--- src/rtl/alu_issuer_pkg.sv ---
// alu_issuer_pkg: op codes, FSM states and constants shared by the ALU issuer
package alu_issuer_pkg;
  localparam logic [1:0] OP_ADD = 2'b00;
  localparam logic [1:0] OP_SUB = 2'b01;
  localparam logic [1:0] OP_MUL = 2'b10;
  localparam logic [1:0] OP_DIV = 2'b11;
  localparam logic [63:0] DZ_RESULT = '1;
  typedef enum logic [1:0] {IDLE, ISSUE, WB} state_t;
endpackage

--- src/rtl/alu_issuer_if.sv ---
// alu_issuer_if: command and response handshakes between host and issuer
interface alu_issuer_if #(parameter int DATA_W = 32, parameter int REG_AW = 3);
  logic cmd_valid;
  logic cmd_ready;
  logic [1:0] cmd_op;
  logic [REG_AW-1:0] cmd_rd;
  logic [REG_AW-1:0] cmd_rs1;
  logic [REG_AW-1:0] cmd_rs2;
  logic cmd_imm_en;
  logic [DATA_W-1:0] cmd_imm;
  logic rsp_valid;
  logic rsp_ready;
  logic [REG_AW-1:0] rsp_rd;
  logic [DATA_W-1:0] rsp_data;
  logic rsp_dz;
  modport master(
    output cmd_valid, cmd_op, cmd_rd, cmd_rs1, cmd_rs2, cmd_imm_en, cmd_imm, rsp_ready,
    input cmd_ready, rsp_valid, rsp_rd, rsp_data, rsp_dz
  );
  modport slave(
    input cmd_valid, cmd_op, cmd_rd, cmd_rs1, cmd_rs2, cmd_imm_en, cmd_imm, rsp_ready,
    output cmd_ready, rsp_valid, rsp_rd, rsp_data, rsp_dz
  );
endinterface

--- src/rtl/alu_issuer_cmd_fifo.sv ---
// cmd_fifo: show-ahead synchronous FIFO holding packed issuer commands
module cmd_fifo #(
  parameter int W = 8,
  parameter int DEPTH = 4
) (
  input  logic clk,
  input  logic rst_n,
  input  logic push,
  input  logic pop,
  input  logic [W-1:0] din,
  output logic [W-1:0] dout,
  output logic full,
  output logic empty,
  output logic [$clog2(DEPTH):0] count
);
  localparam int AW = $clog2(DEPTH);
  logic [W-1:0] mem [DEPTH];
  logic [AW-1:0] wp, rp;
  logic do_push, do_pop;
  assign full = count == (AW+1)'(DEPTH);
  assign empty = count == '0;
  assign dout = mem[rp];
  assign do_push = push && !full;
  assign do_pop = pop && !empty;
  // storage needs no reset: entries are only read once count covers them
  always_ff @(posedge clk)
    if (do_push) mem[wp] <= din;
  // pointers and occupancy; simultaneous push and pop leave count unchanged
  always_ff @(posedge clk or negedge rst_n)
    if (!rst_n) begin
      wp <= '0;
      rp <= '0;
      count <= '0;
    end else begin
      if (do_push) wp <= wp + AW'(1);
      if (do_pop) rp <= rp + AW'(1);
      count <= count + (AW+1)'(do_push) - (AW+1)'(do_pop);
    end
endmodule

--- src/rtl/alu_issuer.sv ---
// alu_issuer: queues register-addressed commands, drives the ALU, writes results back
module alu_issuer
  import alu_issuer_pkg::*;
#(
  parameter int DATA_W = 32,
  parameter int REG_AW = 3,
  parameter int FIFO_DEPTH = 4,
  parameter int SETTLE_CYCLES = 1
) (
  input  logic clk,
  input  logic rst_n,
  alu_issuer_if.slave bus,
  input  logic host_we,
  input  logic [REG_AW-1:0] host_addr,
  input  logic [DATA_W-1:0] host_wdata,
  output logic [DATA_W-1:0] alu_n1,
  output logic [DATA_W-1:0] alu_n2,
  output logic [1:0] alu_op,
  input  logic [DATA_W-1:0] alu_res,
  output logic busy
);
  localparam int W = 2 + 3*REG_AW + 1 + DATA_W;
  localparam int SW = $clog2(SETTLE_CYCLES + 1);
  localparam int FAW = $clog2(FIFO_DEPTH);
  state_t state, state_n;
  logic [W-1:0] head;
  logic full, empty, pop, capture, dz;
  logic [FAW:0] count;
  logic [SW-1:0] settle;
  logic [REG_AW-1:0] cur_rd, h_rd, h_rs1, h_rs2;
  logic [1:0] h_op;
  logic h_imm_en;
  logic [DATA_W-1:0] h_imm, result;
  logic [DATA_W-1:0] regs [2**REG_AW];
  cmd_fifo #(.W(W), .DEPTH(FIFO_DEPTH)) u_fifo (
    .clk, .rst_n,
    .push(bus.cmd_valid),
    .pop,
    .din({bus.cmd_op, bus.cmd_rd, bus.cmd_rs1, bus.cmd_rs2, bus.cmd_imm_en, bus.cmd_imm}),
    .dout(head),
    .full, .empty, .count
  );
  assign {h_op, h_rd, h_rs1, h_rs2, h_imm_en, h_imm} = head;
  assign bus.cmd_ready = !full;
  assign bus.rsp_valid = state == WB;
  assign busy = state != IDLE || count != '0;
  assign dz = alu_op == OP_DIV && alu_n2 == '0;
  assign result = dz ? DZ_RESULT[DATA_W-1:0] : alu_res;
  // state register
  always_ff @(posedge clk or negedge rst_n)
    if (!rst_n) state <= IDLE;
    else state <= state_n;
  // sequencing: pop from IDLE or straight out of WB, capture when the settle window ends
  always_comb begin
    state_n = state;
    pop = 1'b0;
    capture = 1'b0;
    case (state)
      IDLE: begin
        pop = !empty;
        state_n = empty ? IDLE : ISSUE;
      end
      ISSUE: begin
        capture = settle == '0;
        state_n = capture ? WB : ISSUE;
      end
      WB: begin
        pop = bus.rsp_ready && !empty;
        state_n = !bus.rsp_ready ? WB : empty ? IDLE : ISSUE;
      end
      default: state_n = IDLE;
    endcase
  end
  // ALU operands latch at pop; response fields latch on entry to WB
  always_ff @(posedge clk or negedge rst_n)
    if (!rst_n) begin
      alu_n1 <= '0;
      alu_n2 <= '0;
      alu_op <= OP_ADD;
      cur_rd <= '0;
      settle <= '0;
      bus.rsp_rd <= '0;
      bus.rsp_data <= '0;
      bus.rsp_dz <= 1'b0;
    end else begin
      if (pop) begin
        alu_n1 <= regs[h_rs1];
        alu_n2 <= h_imm_en ? h_imm : regs[h_rs2];
        alu_op <= h_op;
        cur_rd <= h_rd;
        settle <= SW'(SETTLE_CYCLES - 1);
      end else if (state == ISSUE && settle != '0) settle <= settle - SW'(1);
      if (capture) begin
        bus.rsp_rd <= cur_rd;
        bus.rsp_data <= result;
        bus.rsp_dz <= dz;
      end
    end
  // register file: writeback beats a host write to the same register
  always_ff @(posedge clk or negedge rst_n)
    if (!rst_n) for (int i = 0; i < 2**REG_AW; i++) regs[i] <= '0;
    else
      for (int i = 0; i < 2**REG_AW; i++)
        if (capture && cur_rd == REG_AW'(i)) regs[i] <= result;
        else if (host_we && host_addr == REG_AW'(i)) regs[i] <= host_wdata;
endmodule

--- src/flat_wrapper.sv ---
// flat-port wrapper written by rule: the top's interface ports become plain ports
module alu_issuer_flat import alu_issuer_pkg::*;
#(
  parameter int DATA_W = 32,
  parameter int REG_AW = 3,
  parameter int FIFO_DEPTH = 4,
  parameter int SETTLE_CYCLES = 1
)
  (clk, rst_n, host_we, host_addr, host_wdata, alu_n1, alu_n2, alu_op, alu_res, busy, bus_cmd_valid, bus_cmd_op, bus_cmd_rd, bus_cmd_rs1, bus_cmd_rs2, bus_cmd_imm_en, bus_cmd_imm, bus_rsp_ready, bus_cmd_ready, bus_rsp_valid, bus_rsp_rd, bus_rsp_data, bus_rsp_dz);
  alu_issuer_if #(.DATA_W(DATA_W), .REG_AW(REG_AW)) bus_i ();
  input  logic clk;
  input  logic rst_n;
  input  logic host_we;
  input  logic [REG_AW-1:0] host_addr;
  input  logic [DATA_W-1:0] host_wdata;
  output logic [DATA_W-1:0] alu_n1;
  output logic [DATA_W-1:0] alu_n2;
  output logic [1:0] alu_op;
  input  logic [DATA_W-1:0] alu_res;
  output logic busy;
  input wire logic [$bits(bus_i.cmd_valid)-1:0] bus_cmd_valid;
  input wire logic [$bits(bus_i.cmd_op)-1:0] bus_cmd_op;
  input wire logic [$bits(bus_i.cmd_rd)-1:0] bus_cmd_rd;
  input wire logic [$bits(bus_i.cmd_rs1)-1:0] bus_cmd_rs1;
  input wire logic [$bits(bus_i.cmd_rs2)-1:0] bus_cmd_rs2;
  input wire logic [$bits(bus_i.cmd_imm_en)-1:0] bus_cmd_imm_en;
  input wire logic [$bits(bus_i.cmd_imm)-1:0] bus_cmd_imm;
  input wire logic [$bits(bus_i.rsp_ready)-1:0] bus_rsp_ready;
  output wire logic [$bits(bus_i.cmd_ready)-1:0] bus_cmd_ready;
  output wire logic [$bits(bus_i.rsp_valid)-1:0] bus_rsp_valid;
  output wire logic [$bits(bus_i.rsp_rd)-1:0] bus_rsp_rd;
  output wire logic [$bits(bus_i.rsp_data)-1:0] bus_rsp_data;
  output wire logic [$bits(bus_i.rsp_dz)-1:0] bus_rsp_dz;
  assign bus_i.cmd_valid = bus_cmd_valid;
  assign bus_i.cmd_op = bus_cmd_op;
  assign bus_i.cmd_rd = bus_cmd_rd;
  assign bus_i.cmd_rs1 = bus_cmd_rs1;
  assign bus_i.cmd_rs2 = bus_cmd_rs2;
  assign bus_i.cmd_imm_en = bus_cmd_imm_en;
  assign bus_i.cmd_imm = bus_cmd_imm;
  assign bus_i.rsp_ready = bus_rsp_ready;
  assign bus_cmd_ready = bus_i.cmd_ready;
  assign bus_rsp_valid = bus_i.rsp_valid;
  assign bus_rsp_rd = bus_i.rsp_rd;
  assign bus_rsp_data = bus_i.rsp_data;
  assign bus_rsp_dz = bus_i.rsp_dz;
  alu_issuer #(.DATA_W(DATA_W), .REG_AW(REG_AW), .FIFO_DEPTH(FIFO_DEPTH), .SETTLE_CYCLES(SETTLE_CYCLES)) u_core (.clk(clk), .rst_n(rst_n), .bus(bus_i), .host_we(host_we), .host_addr(host_addr), .host_wdata(host_wdata), .alu_n1(alu_n1), .alu_n2(alu_n2), .alu_op(alu_op), .alu_res(alu_res), .busy(busy));
endmodule
--- config.mk ---
export PLATFORM = sky130hd
export DESIGN_NAME = alu_issuer_flat
export DESIGN_NICKNAME = d
export VERILOG_FILES = /design/src/rtl/alu_issuer_pkg.sv /design/src/rtl/alu_issuer_if.sv /design/src/rtl/alu_issuer_cmd_fifo.sv /design/src/rtl/alu_issuer.sv /design/src/flat_wrapper.sv
export SDC_FILE = /design/constraint.sdc
export NUM_CORES = 1
export LEC_CHECK = 0
export BUFFER_PORTS_ARGS = -buffer_cell sky130_fd_sc_hd__buf_4
export CAP_MARGIN = 20
export CORE_MARGIN = 5
export CORE_UTILIZATION = 38
export DETAILED_ROUTE_END_ITERATION = 8
export PLACE_DENSITY = 0.66
export SYNTH_ARGS = -nofsm -noshare
export SYNTH_HDL_FRONTEND = slang
export SYNTH_SLANG_ARGS = --single-unit
--- constraint.sdc ---
create_clock -name clk -period 6.2 [get_ports clk]
set_input_delay 1.24 -clock clk [delete_from_list [all_inputs] [get_ports clk]]
set_output_delay 1.24 -clock clk [all_outputs]
set_load 0.05 [all_outputs]
# Word-level counts from Yosys, hierarchy flattened
# Memories as Yosys holds them, arrays and structs flattened.
# Index checks and enable logic that the tools add are counted.
# op_classes
n_eq_ne	18
n_addsub	5
n_bitwise	3
n_mux	34
reduce_logical	40
n_lt_le_gt_ge	2
# ops
cell	n
32-bit two-way mux	22
32-bit binary-select mux with 3-bit select	2
32-bit zero test	1
3-bit == test, second input constant	9
1-bit logical AND	21
2-bit nonzero test	10
3-bit by 2-bit == test with 1-bit output, second input constant	4
3-bit zero test	3
4-bit >= comparator, second input constant	2
3-bit inverter with 4-bit output	2
3-bit by 1-bit == test with 1-bit output, second input constant	2
1-bit two-way mux	6
2-bit case mux with 3 select lines	1
2-bit by 1-bit adder with 2-bit output, second input constant	2
2-bit == test, second input constant	2
2-bit two-way mux	2
3-bit by 1-bit adder with 3-bit output	1
3-bit nonzero test	1
3-bit by 1-bit subtractor with 3-bit output	1
2-bit by 1-bit == test with 1-bit output, second input constant	1
1-bit zero test	2
2-bit zero test	1
1-bit case mux with 2 select lines	1
1-bit logical OR	1
2 further kinds	2
# word_totals
word_cells	123
register_bits	371
memories	1
ramBits	176
output_inout_bits	105
inputBits	116
# mem_list
memory	words	word_bits	read_ports	rd_clocked_by_memory_dff	write_ports	line_no	text
u_core.u_fifo.mem	4	44	1	0	1	alu_issuer_cmd_fifo.sv:17	logic [W-1:0] mem [DEPTH];

# Longest topological paths before layout
# Gate-level depths: netlist of the first run.
# logic_depth
ltp_word	6
ltp_mapped	13

# Hierarchy
# From an unflattened synthesis of the first run, not the netlist that was laid out.
# hier_totals
cells_unflattened	2168
area_unflattened_um2	27755.4
# by_module_without_submodules
mod	seq_area_each_um2	instances	area_per_inst_um2	cells_each
alu_issuer	9108.7	1	20877.5	1897
cmd_fifo	5460.2	1	6877.8	271

# Least setup slack after synthesis of the first run
# Ideal clock, no wire load.
# synth_timing
path_kind	input-to-reg
from	input port bus_rsp_ready
to	register u_core.u_fifo.count[2]
setup_time_ns	0.125
t_arrival_ns	3.519
setup_slack_ns	2.556
path_buffers	3
cell_stages	13
path_cell_list	inv_1 -> a211o_1 -> clkbuf_1 -> inv_1 -> clkbuf_1 -> clkbuf_1 -> ha_1 -> inv_1 -> ha_1 -> inv_1 -> fa_1 -> xnor2_1 -> xnor2_1
# synth_between
elab_chain_cells	4
# synth_rtl
element	line_no	text
start: declaration	flat_wrapper.sv:28	input wire logic [$bits(bus_i.rsp_ready)-1:0] bus_rsp_ready;
1-bit logical AND	alu_issuer.sv:68	pop = bus.rsp_ready && !empty;
1-bit case mux with 2 select lines	alu_issuer.sv:58	case (state)
1-bit logical AND	alu_issuer_cmd_fifo.sv:24	assign do_pop = pop && !empty;
net u_core.u_fifo.do_pop	alu_issuer_cmd_fifo.sv:19	logic do_push, do_pop;
3-bit by 1-bit subtractor with 3-bit output	alu_issuer_cmd_fifo.sv:37	count <= count + (AW+1)'(do_push) - (AW+1)'(do_pop);
end signal: assignment	alu_issuer_cmd_fifo.sv:37	
end: declaration	alu_issuer_cmd_fifo.sv:14	output logic [$clog2(DEPTH):0] count
# The timed path passes the listed nets, and every way through them passes these cells.
# A chain may end at the register's enable or synchronous reset.

# Worst setup path in the final report of the first run
# layout_timing
from	register u_core.u_fifo.rp[0]
to	register u_core.alu_n2[28]
# layout_between
elab_chain_cells	6
# layout_rtl
element	line_no	text
start: declaration	alu_issuer_cmd_fifo.sv:18	logic [AW-1:0] wp, rp;
start signal: assignment	alu_issuer_cmd_fifo.sv:36	if (do_pop) rp <= rp + AW'(1);
memory read 4 x 44 bit *	--	
3-bit inverter with 4-bit output (not written as such)	alu_issuer.sv:88	alu_n2 <= h_imm_en ? h_imm : regs[h_rs2];
32-bit binary-select mux with 3-bit select	alu_issuer.sv:88	
32-bit two-way mux (not written as such) (2 in a row)	alu_issuer.sv:88	
32-bit two-way mux *	alu_issuer.sv:88	
end signal: assignment	alu_issuer.sv:88	
end: declaration	alu_issuer.sv:17	output logic [DATA_W-1:0] alu_n2,
# Mark *: on every way between the ends. The rest lies on a longest branch, timed or not. The select of a mux whose other input is x is not followed.

==> results of run 1 <==
worst max-delay path: cells and delay by family (launching register included):
kind,cells,cell delay (ps)
muxes,2,1340
DFF,1,1060
AOI/OAI and AO/OA,3,670
buffers and inverters,1,690
area by class of cell:
cell class	instances	area (µm²)
fill	6447	38700
sequential	547	14600
multi-input combinational	1684	11700
timing repair buffer	262	2020
clock buffer	87	1660
tap	940	1180
clock inverter	27	334
inverter	8	30.0
antenna	6	15.0
per-layer routing:
metal	vias to the layer above	global-route usage [%]	routed length, µm
li1	9192	-	-
met1	10600	31.3	37400
met2	1195	34.6	40700
met3	224	5.62	8840
met4	4	8.59	3370
met5	-	0	40
report_power, final:
part / leakage [nW] / switching [mW] / total, mW / internal, mW
clock: 0.967 / 1.54 / 3.62 / 2.08
combinational: 6.36 / 5.92 / 9.63 / 3.70
sequential: 6.04 / 1.20 / 6.44 / 5.25
total: 13.4 / 8.66 / 19.7 / 11.0
through the flow:
stage / setup slack (ps) / total power, mW / instances / area [µm²] / hold slack (ps)
2_1_floorplan: 2560 / 12.9 / 2431 / 27000 / 502
3_3_place_gp: 2190 / 15.7 / 3440 / 29500 / 455
3_5_place_dp: 2150 / 15.9 / 3440 / 29500 / 465
4_1_cts: 2270 / 19.6 / 3554 / 31500 / 488
5_1_grt: 2080 / 20.7 / 3558 / 31500 / 499
6_report: 2270 / 19.7 / 3561 / 31600 / 480
cell usage after synthesis (all sizes together):
master	instances
clkbuf	135
nand2	257
nor3	7
fa	1
a22o	31
buf	57
nor4	8
nor2b	131
a31oi	62
inv	8
and3	36
nand4b	3
edfxtp	176
a211oi	128
nand3b	2
nand2b	6
nor3b	3
nand4	3
a211o	1
ha	6
a222oi	1
mux4	44
or4	1
o21ai	66
and2	2
nor2	169
a21bo	31
a21oi	289
a21o	1
o22ai	64
or2	1
dfrtp	371
mux2	133
mux2i	192
xnor2	5
cell families (layout without fill, tap and decap cells):
kind of cell    Yosys count  count (layout)  synth area share (%)
flops                   547             547                  53.9
other cells               0               6                     0
simple gates            629             629                  10.8
compound gates          674             674                  15.3
fa+ha+maj                 7               7                 0.352
buf+inv                 200             384                  3.18
mux                     369             369                  16.3
xor+xnor                  5               5                 0.162
state kept, by name, indices dropped and copies added (netlist names):
| signal | count |
|---|---|
| u_core.regs | 256 |
| u_core.u_fifo.mem | 176 |
| u_core.alu_n1 | 32 |
| u_core.alu_n2 | 32 |
| u_core.bus.rsp_data | 32 |
| u_core.bus.rsp_rd | 3 |
| u_core.cur_rd | 3 |
| u_core.u_fifo.count | 3 |
| u_core.alu_op | 2 |
| u_core.state | 2 |
| u_core.u_fifo.rp | 2 |
| u_core.u_fifo.wp | 2 |
| u_core.bus.rsp_dz | 1 |
| u_core.settle | 1 |
how the worst max path moves through the flow:
stage	from	to	depth (start not counted)	slack, ps
final	u_core.u_fifo.rp[0]	u_core.alu_n2[28]	6	2270
after global routing	u_core.u_fifo.rp[0]	u_core.alu_n2[17]	6	2080
after CTS	u_core.u_fifo.rp[0]	u_core.alu_n2[17]	6	2270
after detailed placement	bus_rsp_ready	u_core.u_fifo.count[2]	11	2150
after global placement	bus_rsp_ready	u_core.u_fifo.count[2]	11	2190
after floorplan	bus_rsp_ready	u_core.u_fifo.count[2]	13	2560
==> results.yml, run 1 <==
run_status:
  outcome: "finished, final reports clean"
detailed_routing:
  vias: 21200
  final_antenna_net_count: 0
  detail_route.wl_per_cell_um: 25.4
  drtPass1Iterations: 6
  routed_wirelength_mm: 90.3
  route.detailed.vias_per_inst: 5.95
  drt_drc: 0
  dr.first_iter.drc_count: 2457
timing:
  rsz0062_at_grt: "false"
  tightest_slew_ps: 1050
  final_hold_viol_count: 0
  timing.clock.skew_ps: 15.4
  final-max-slew-violation-count: 0
  timing.setup.tns_ps: 0
  relative_max_transition_margin_pct: 30.0
  finalWorstPathRequiredPeriod_ps: 3930
  clock.fmax_mhz: 254
  final_setup_vio_count: 0
  final.period_utilization_pct: 63.4
worst_setup_path:
  worst-endpoint-arrival_ps: 4510
  reg2reg_to: "u_core.alu_n2[28]"
  worst_setup_path_start_kind: "flip-flop"
  slowest_stage: "mux4_4"
  timing.critical_path.required_ps: 6780
  timing.reg2reg.worst_path_depth: 6
  rrSetupSlack_ps: 2270
  timing.rr.start: "u_core.u_fifo.rp[0]"
  setup.worst_path.class: "reg -> reg"
  max_stage_delay_ps: 1170
  crit_path_cell_trace: "mux4_4 > buf_4 > mux2i_1 > a22o_1 > a31oi_1 > a21bo_1"
  worst_setup_path_end_kind: "flip-flop"
  crit_fanout: 57
final_layout:
  leading_cell_types_in_the_layout_fill_and_taps_excluded: "369 x dfrtp_1, 289 x a21oi_1, 257 x buf_4, 256 x nand2_1, 192 x mux2i_1"
  final_layout_size_suffix_gt1_share_pct: 21.2
  syn_to_final_growth_pct: 16.7
  layout.cells.most_common: "dfrtp_1"
  finalCoreUtilization_pct: 44.9
  nets: 2686
cts:
  postCtsSetupRepairBufs: 0
  clock_tree.root_cell: "clkbuf_16"
  cts-root-to-sink-buffers: 3
  insertion_delay_ps: 650
  cts-buffers-inserted: 60
  hold_buffers: 0
  cts.clk_slew.worst_paths_ps: 60
  cts.htree.levels: 2
  postCtsResizedCells: 0
  tritoncts: "done"
  clock_sink_count: 547
floorplan:
  std_cell_rows: 97
  floorplan.io_pins: 221
  floorplan.die_area_um2: 76600
  die_x_um: 277
  initial_utilization_pct: 38.5
  die_y_um: 277
  core_area_um2: 70300
global_routing:
  first_global_vias: 21200
  grt-ovfl-total: 0
  grt_first_pass_wirelength_mm: 134
  total_grt_usage_pct: 22.6
  initial_antenna_violation_count: 9
  grt_start_max_net_pins: 106
pwr:
  max-vdd-ir-drop_mv: 0.658
  power_density_nw_per_um2: 624
  leakage_power_of_the_design_nw: 13.4
logic_synthesis:
  syn-mean-instance-area_um2: 11.1
  synth_nets: 2554
  portion_of_the_post_synthesis_area_used_by_sequential_elements_pct: 53.9
  yosys_warnings: 0
  ys_seq_elements: 547
  synth_top_area_share_pct: 34.3
  synthCells: 2431
  post_synth_num_cell_types: 44
  yosysTopAreaCell: "dfrtp_1"
  syn-cell-area_um2: 27000
  synth.top_cells.by_area: "dfrtp_1 34%, edfxtp_1 20%, mux2i_1 7.1%"
job:
  maxCapViolations: 0
placement:
  count_of_buffers_inserted_at_the_top_level_ports: 220
  dpl.hpwl_mm: 52.0
  routabilityCongestion: 0.819
hold_path:
  hold_wc_startpoint: "u_core.alu_n1[22]"
  holdPathEnd: "u_core.alu_n1[22]"
  hp-class: "reg -> reg"
  hold_path_depth: 2
Power figures use the tool's default switching activity.
==> inputs of run 2 (changes only) <==
==> constraint.sdc (replaced) <==
create_clock -name clk -period 3.7 [get_ports clk]
set_input_delay 0.74 -clock clk [delete_from_list [all_inputs] [get_ports clk]]
set_output_delay 0.74 -clock clk [all_outputs]
set_load 0.05 [all_outputs]
==> results.yml, run 2 (synthesis gave the netlist of run 1 again) <==
run_status:
  outcome: "finished, final reports clean"
floorplan:
  initial_utilization_pct: 38.5
  die_y_um: 277
  core_area_um2: 70300
  die_x_um: 277
  floorplan.io_pins: 221
  std_cell_rows: 97
  floorplan.die_area_um2: 76600
timing:
  final_setup_vio_count: 0
  relative_max_transition_margin_pct: 27.1
  rsz0062_at_grt: "false"
  fin_ws_ps: 701
  final.period_utilization_pct: 81.1
  tightest_slew_ps: 1090
  timing.clock.skew_ps: 37.8
  final-max-slew-violation-count: 0
  final_hold_viol_count: 0
  holdWs_ps: 130
  finalWorstPathRequiredPeriod_ps: 3000
  clock.fmax_mhz: 333
  timing.setup.tns_ps: 0
worst_setup_path:
  worst-endpoint-arrival_ps: 3510
  worst_setup_path_end_kind: "flip-flop"
  setup.worst_path.class: "reg -> reg"
  crit_fanout: 9
  timing.critical_path.required_ps: 4210
  worst_setup_path_start_kind: "flip-flop"
final_layout:
  postLayoutCellArea_um2: 31800
  final_layout_size_suffix_gt1_share_pct: 21.7
  nets: 2698
  finish.cell_count_without_fillers: 3569
  largestRegisters: "u_core.regs: 256 flops, u_core.u_fifo.mem: 176 flops"
  layout.cells.most_common: "dfrtp_1"
  flip_flop_count_of_the_largest_register_all_copies_and_words_added: 256
  syn_to_final_growth_pct: 17.5
  leading_cell_types_in_the_layout_fill_and_taps_excluded: "369 x dfrtp_1, 289 x a21oi_1, 259 x buf_4, 256 x nand2_1, 192 x mux2i_1"
  regMostFlops: "u_core.regs"
  finalCoreUtilization_pct: 45.2
cts:
  clock_tree.root_cell: "clkbuf_16"
  cts.htree.levels: 2
  cts-buffers-inserted: 56
  clock_sink_count: 547
  tritoncts: "done"
  hold_buffers: 0
  cts.clk_slew.worst_paths_ps: 60
  postCtsResizedCells: 0
  postCtsSetupRepairBufs: 0
  insertion_delay_ps: 630
  cts-root-to-sink-buffers: 3
global_routing:
  grt_first_pass_wirelength_mm: 136
  initial_antenna_violation_count: 8
  first_global_vias: 21400
  grt-ovfl-total: 0
  grt_start_max_net_pins: 92
  total_grt_usage_pct: 22.7
placement:
  count_of_buffers_inserted_at_the_top_level_ports: 220
  place_worst_setup_slack_ps: 724
  placedInstanceArea_um2: 29800
  cell_count_after_placement: 3457
  routabilityCongestion: 0.824
  dpl.hpwl_mm: 54.7
detailed_routing:
  vias: 21300
  routed_wirelength_mm: 90.2
  final_antenna_net_count: 0
  dr.first_iter.drc_count: 2670
  drt_drc: 0
  drtPass1Iterations: 7
  route.detailed.vias_per_inst: 5.97
  detail_route.wl_per_cell_um: 25.3
hold_path:
  hp-class: "in -> async"
pwr:
  power_density_nw_per_um2: 1040
  report.power.total_mw: 33.1
  leakage_power_of_the_design_nw: 13.5
  max-vdd-ir-drop_mv: 0.735
job:
  maxCapViolations: 0
[run 2: changes by cell type in the layout (fill, tap and decap cells not counted), sizes merged]
cell,previous run,this run
buf,262,278
clkinv,18,13
clkinvlp,3,0
clkbuf,87,85
bufinv,5,6
diode,6,7
[run 2: path summary, 6_finish.rpt]
path / from / endpoint / slack (ps) / cells past startpoint
max in group asynchronous: rst_n / u_core.u_fifo.rp[0] / 2570 / 2
setup reg to reg: u_core.alu_n2[12] / u_core.regs[174] / 700 / 6
hold / removal: rst_n / u_core.alu_n1[5] / 130 / 1
min in group clk: bus_cmd_rd[1] / u_core.u_fifo.mem[2][40] / 330 / 1
setup / recovery: u_core.alu_n2[12] / u_core.regs[174] / 700 / 6
hold reg to reg: u_core.alu_n1[16] / u_core.alu_n1[16] / 470 / 2
[run 2: critical path, stage by stage, from the launching register on]
cell	delay (ps)
dfrtp_1	440
nor4_1	630
nand4_1	370
nor4_4	720
buf_4	340
nor2_1	170
a21oi_1	210
[run 2: layout make-up]
type,count,area (µm²)
Multi-Input combinational cell,1684,11700
Sequential cell,547,14600
Fill cell,6382,38500
Clock buffer,85,1640
Inverter,8,30.0
Clock inverter,20,269
Antenna cell,7,17.5
Timing Repair Buffer,278,2320
Tap cell,940,1180
[run 2: power by group]
group          leakage (nW)  internal (mW)  switching (mW)
combinational          6.48           6.36            10.1
clock                 0.946           3.47            2.42
sequential             6.04           8.79            1.89
total                  13.5           18.6            14.4
[run 2: per-layer routing]
metal  vias up  track usage, %  share of wire (%)
met2      1183            34.8                 45
met5         -               0              0.012
met3       211            4.67                9.5
met4         2            8.42                3.8
li1       9206               -                  -
met1     10700            32.2                 42
==> inputs of run 3 (changes only) <==
--- a/config.mk
+++ b/config.mk
@@ -10,7 +10,7 @@
 export CORE_MARGIN = 5
 export CORE_UTILIZATION = 38
 export DETAILED_ROUTE_END_ITERATION = 8
-export PLACE_DENSITY = 0.66
+export PLACE_DENSITY = 0.68
 export SYNTH_ARGS = -nofsm -noshare
 export SYNTH_HDL_FRONTEND = slang
 export SYNTH_SLANG_ARGS = --single-unit
==> constraint.sdc (replaced) <==
create_clock -name clk -period 2.55 [get_ports clk]
set_input_delay 0.51 -clock clk [delete_from_list [all_inputs] [get_ports clk]]
set_output_delay 0.51 -clock clk [all_outputs]
set_load 0.05 [all_outputs]
==> results.yml, run 3 (synthesis gave the netlist of run 1 again) <==
floorplan:
  core_area_um2: 70300
  floorplan.die_area_um2: 76600
  die_y_um: 277
  floorplan.io_pins: 221
  initial_utilization_pct: 38.5
  die_x_um: 277
  std_cell_rows: 97
global_routing:
  initial_antenna_violation_count: 14
  grt_start_max_net_pins: 75
  total_grt_usage_pct: 23.3
  first_global_vias: 21700
  grt-ovfl-total: 0
  grt_first_pass_wirelength_mm: 138
final_layout:
  leading_cell_types_in_the_layout_fill_and_taps_excluded: "369 x dfrtp_1, 289 x a21oi_1, 263 x buf_4, 256 x nand2_1, 192 x mux2i_1"
  largestRegisters: "u_core.regs: 256 flops, u_core.u_fifo.mem: 176 flops"
  nets: 2734
  finish.cell_count_without_fillers: 3606
  regMostFlops: "u_core.regs"
  flip_flop_count_of_the_largest_register_all_copies_and_words_added: 256
  syn_to_final_growth_pct: 20.3
  layout.cells.most_common: "dfrtp_1"
  final_layout_size_suffix_gt1_share_pct: 23.1
detailed_routing:
  route.detailed.vias_per_inst: 5.98
  drtPass1Iterations: 5
  drt_drc: 0
  routed_wirelength_mm: 92.4
  vias: 21600
  final_antenna_net_count: 0
  detail_route.wl_per_cell_um: 25.6
  dr.first_iter.drc_count: 2273
timing:
  fin_ws_ps: 39.3
  final-max-slew-violation-count: 0
  tightest_slew_ps: 1180
  final_hold_viol_count: 0
  relative_max_transition_margin_pct: 21.6
  timing.clock.skew_ps: 27.0
  final_setup_vio_count: 0
  final.period_utilization_pct: 98.5
  finalWorstPathRequiredPeriod_ps: 2510
  rsz0062_at_grt: "false"
  holdWs_ps: 69.2
  clock.fmax_mhz: 398
worst_setup_path:
  max_stage_delay_ps: 590
  slowest_stage: "nor4_1"
  worst_setup_path_end_kind: "flip-flop"
  worst_setup_path_start_kind: "flip-flop"
  timing.rr.start: "u_core.alu_n2[2]"
  timing.critical_path.required_ps: 3080
  timing.reg2reg.worst_path_depth: 6
  reg2reg_to: "u_core.regs[86]"
  setup.worst_path.class: "reg -> reg"
  rrSetupSlack_ps: 40
  crit_path_cell_trace: "nor4_1 > nand4_1 > nor4_4 > buf_4 > nor2_1 > a21oi_1"
  worst-endpoint-arrival_ps: 3040
  crit_fanout: 10
hold_path:
  hold_wc_startpoint: "bus_cmd_imm[20]"
  hp-class: "in -> reg"
  holdPathEnd: "u_core.u_fifo.mem[3][20]"
  hold_path_depth: 1
pwr:
  leakage_power_of_the_design_nw: 13.8
  power_density_nw_per_um2: 1520
  max-vdd-ir-drop_mv: 1.41
placement:
  cell_count_after_placement: 3489
  dpl.hpwl_mm: 56.4
  count_of_buffers_inserted_at_the_top_level_ports: 220
  place_worst_setup_slack_ps: -91.2
  routabilityCongestion: 0.849
job:
  maxCapViolations: 0
cts:
  clock_sink_count: 547
  cts-buffers-inserted: 59
  tritoncts: "done"
  cts.clk_slew.worst_paths_ps: 70
  insertion_delay_ps: 640
  clock_tree.root_cell: "clkbuf_16"
  cts.htree.levels: 2
  cts-root-to-sink-buffers: 3
run_status:
  outcome: "finished, final reports clean"
## run 3: cell types whose count changed in the layout (fill, tap and decap cells not counted), moves of 4 or more
| cell | delta |
|---|---|
| clkbuf_16 | +4 |
| buf_12 | +28 |
| clkbuf_1 | -4 |
| clkbuf_8 | -4 |
| clkinvlp_4 | +6 |
| clkinv_1 | +6 |
| buf_4 | +4 |
## run 3: what timing repair did
item | CTS | global route
resized for setup | 2 | 2
endpoints found under the hold margin | 52 | 0
hold buffers | 1 | 0
endpoints found under the setup margin | 241 | 2
setup buffers | 0 | 0
## run 3: critical path, delay by kind of cell, from the launching register on
family	cells	cell delay [ps]
compound gates	1	210
buf+inv	1	290
flops	1	490
simple gates	4	1410
## run 3: per-layer routing
layer / vias to the layer above / wire (µm) / track usage (%)
li1: 9312 / - / -
met2: 1221 / 40800 / 35.0
met4: 16 / 3920 / 9.05
met1: 10800 / 37800 / 32.1
met3: 271 / 9840 / 6.69
met5: - / 108 / 0
## run 3: layout make-up
type	count	area, µm²
repair buffers	311	2920
clock buffers	81	1670
diodes	4	10.0
clock inverters	31	382
flip-flops and latches	547	14600
multi-input cells	1684	11800
inverters	8	32.5
fillers	6296	37700
well taps	940	1180
## run 3: per-stage QoR
step	utilization, %	TNS, ps	area, µm²	power [mW]
floorplan	-	0	27100	31.5
global route	46.3	0	32500	51.9
finish	46.3	0	32500	49.4
detailed placement	43.3	-2890	30400	40.0
global placement	43.3	-49.0	30400	39.2
CTS	46.3	0	32500	49.2
## run 3: how the worst max path moves through the flow
stage	start	to	slack (ps)	cells past startpoint
2_1_floorplan	bus_rsp_ready	u_core.u_fifo.count[2]	6	13
5_1_grt	u_core.u_fifo.rp[0]	u_core.alu_n1[21]	3	7
6_report	u_core.alu_n2[2]	u_core.regs[86]	40	6
3_5_place_dp	u_core.alu_n2[30]	u_core.regs[86]	-90	8
3_3_place_gp	u_core.alu_n2[30]	u_core.regs[118]	-20	8
4_1_cts	u_core.alu_n2[30]	u_core.regs[86]	50	8
## run 3: where the power goes
part | leakage (nW) | total [mW] | internal, mW | switching [mW]
registers | 6.04 | 15.6 | 12.8 | 2.81
clock network | 0.988 | 9.04 | 5.39 | 3.65
logic | 6.77 | 24.8 | 10.0 | 14.8
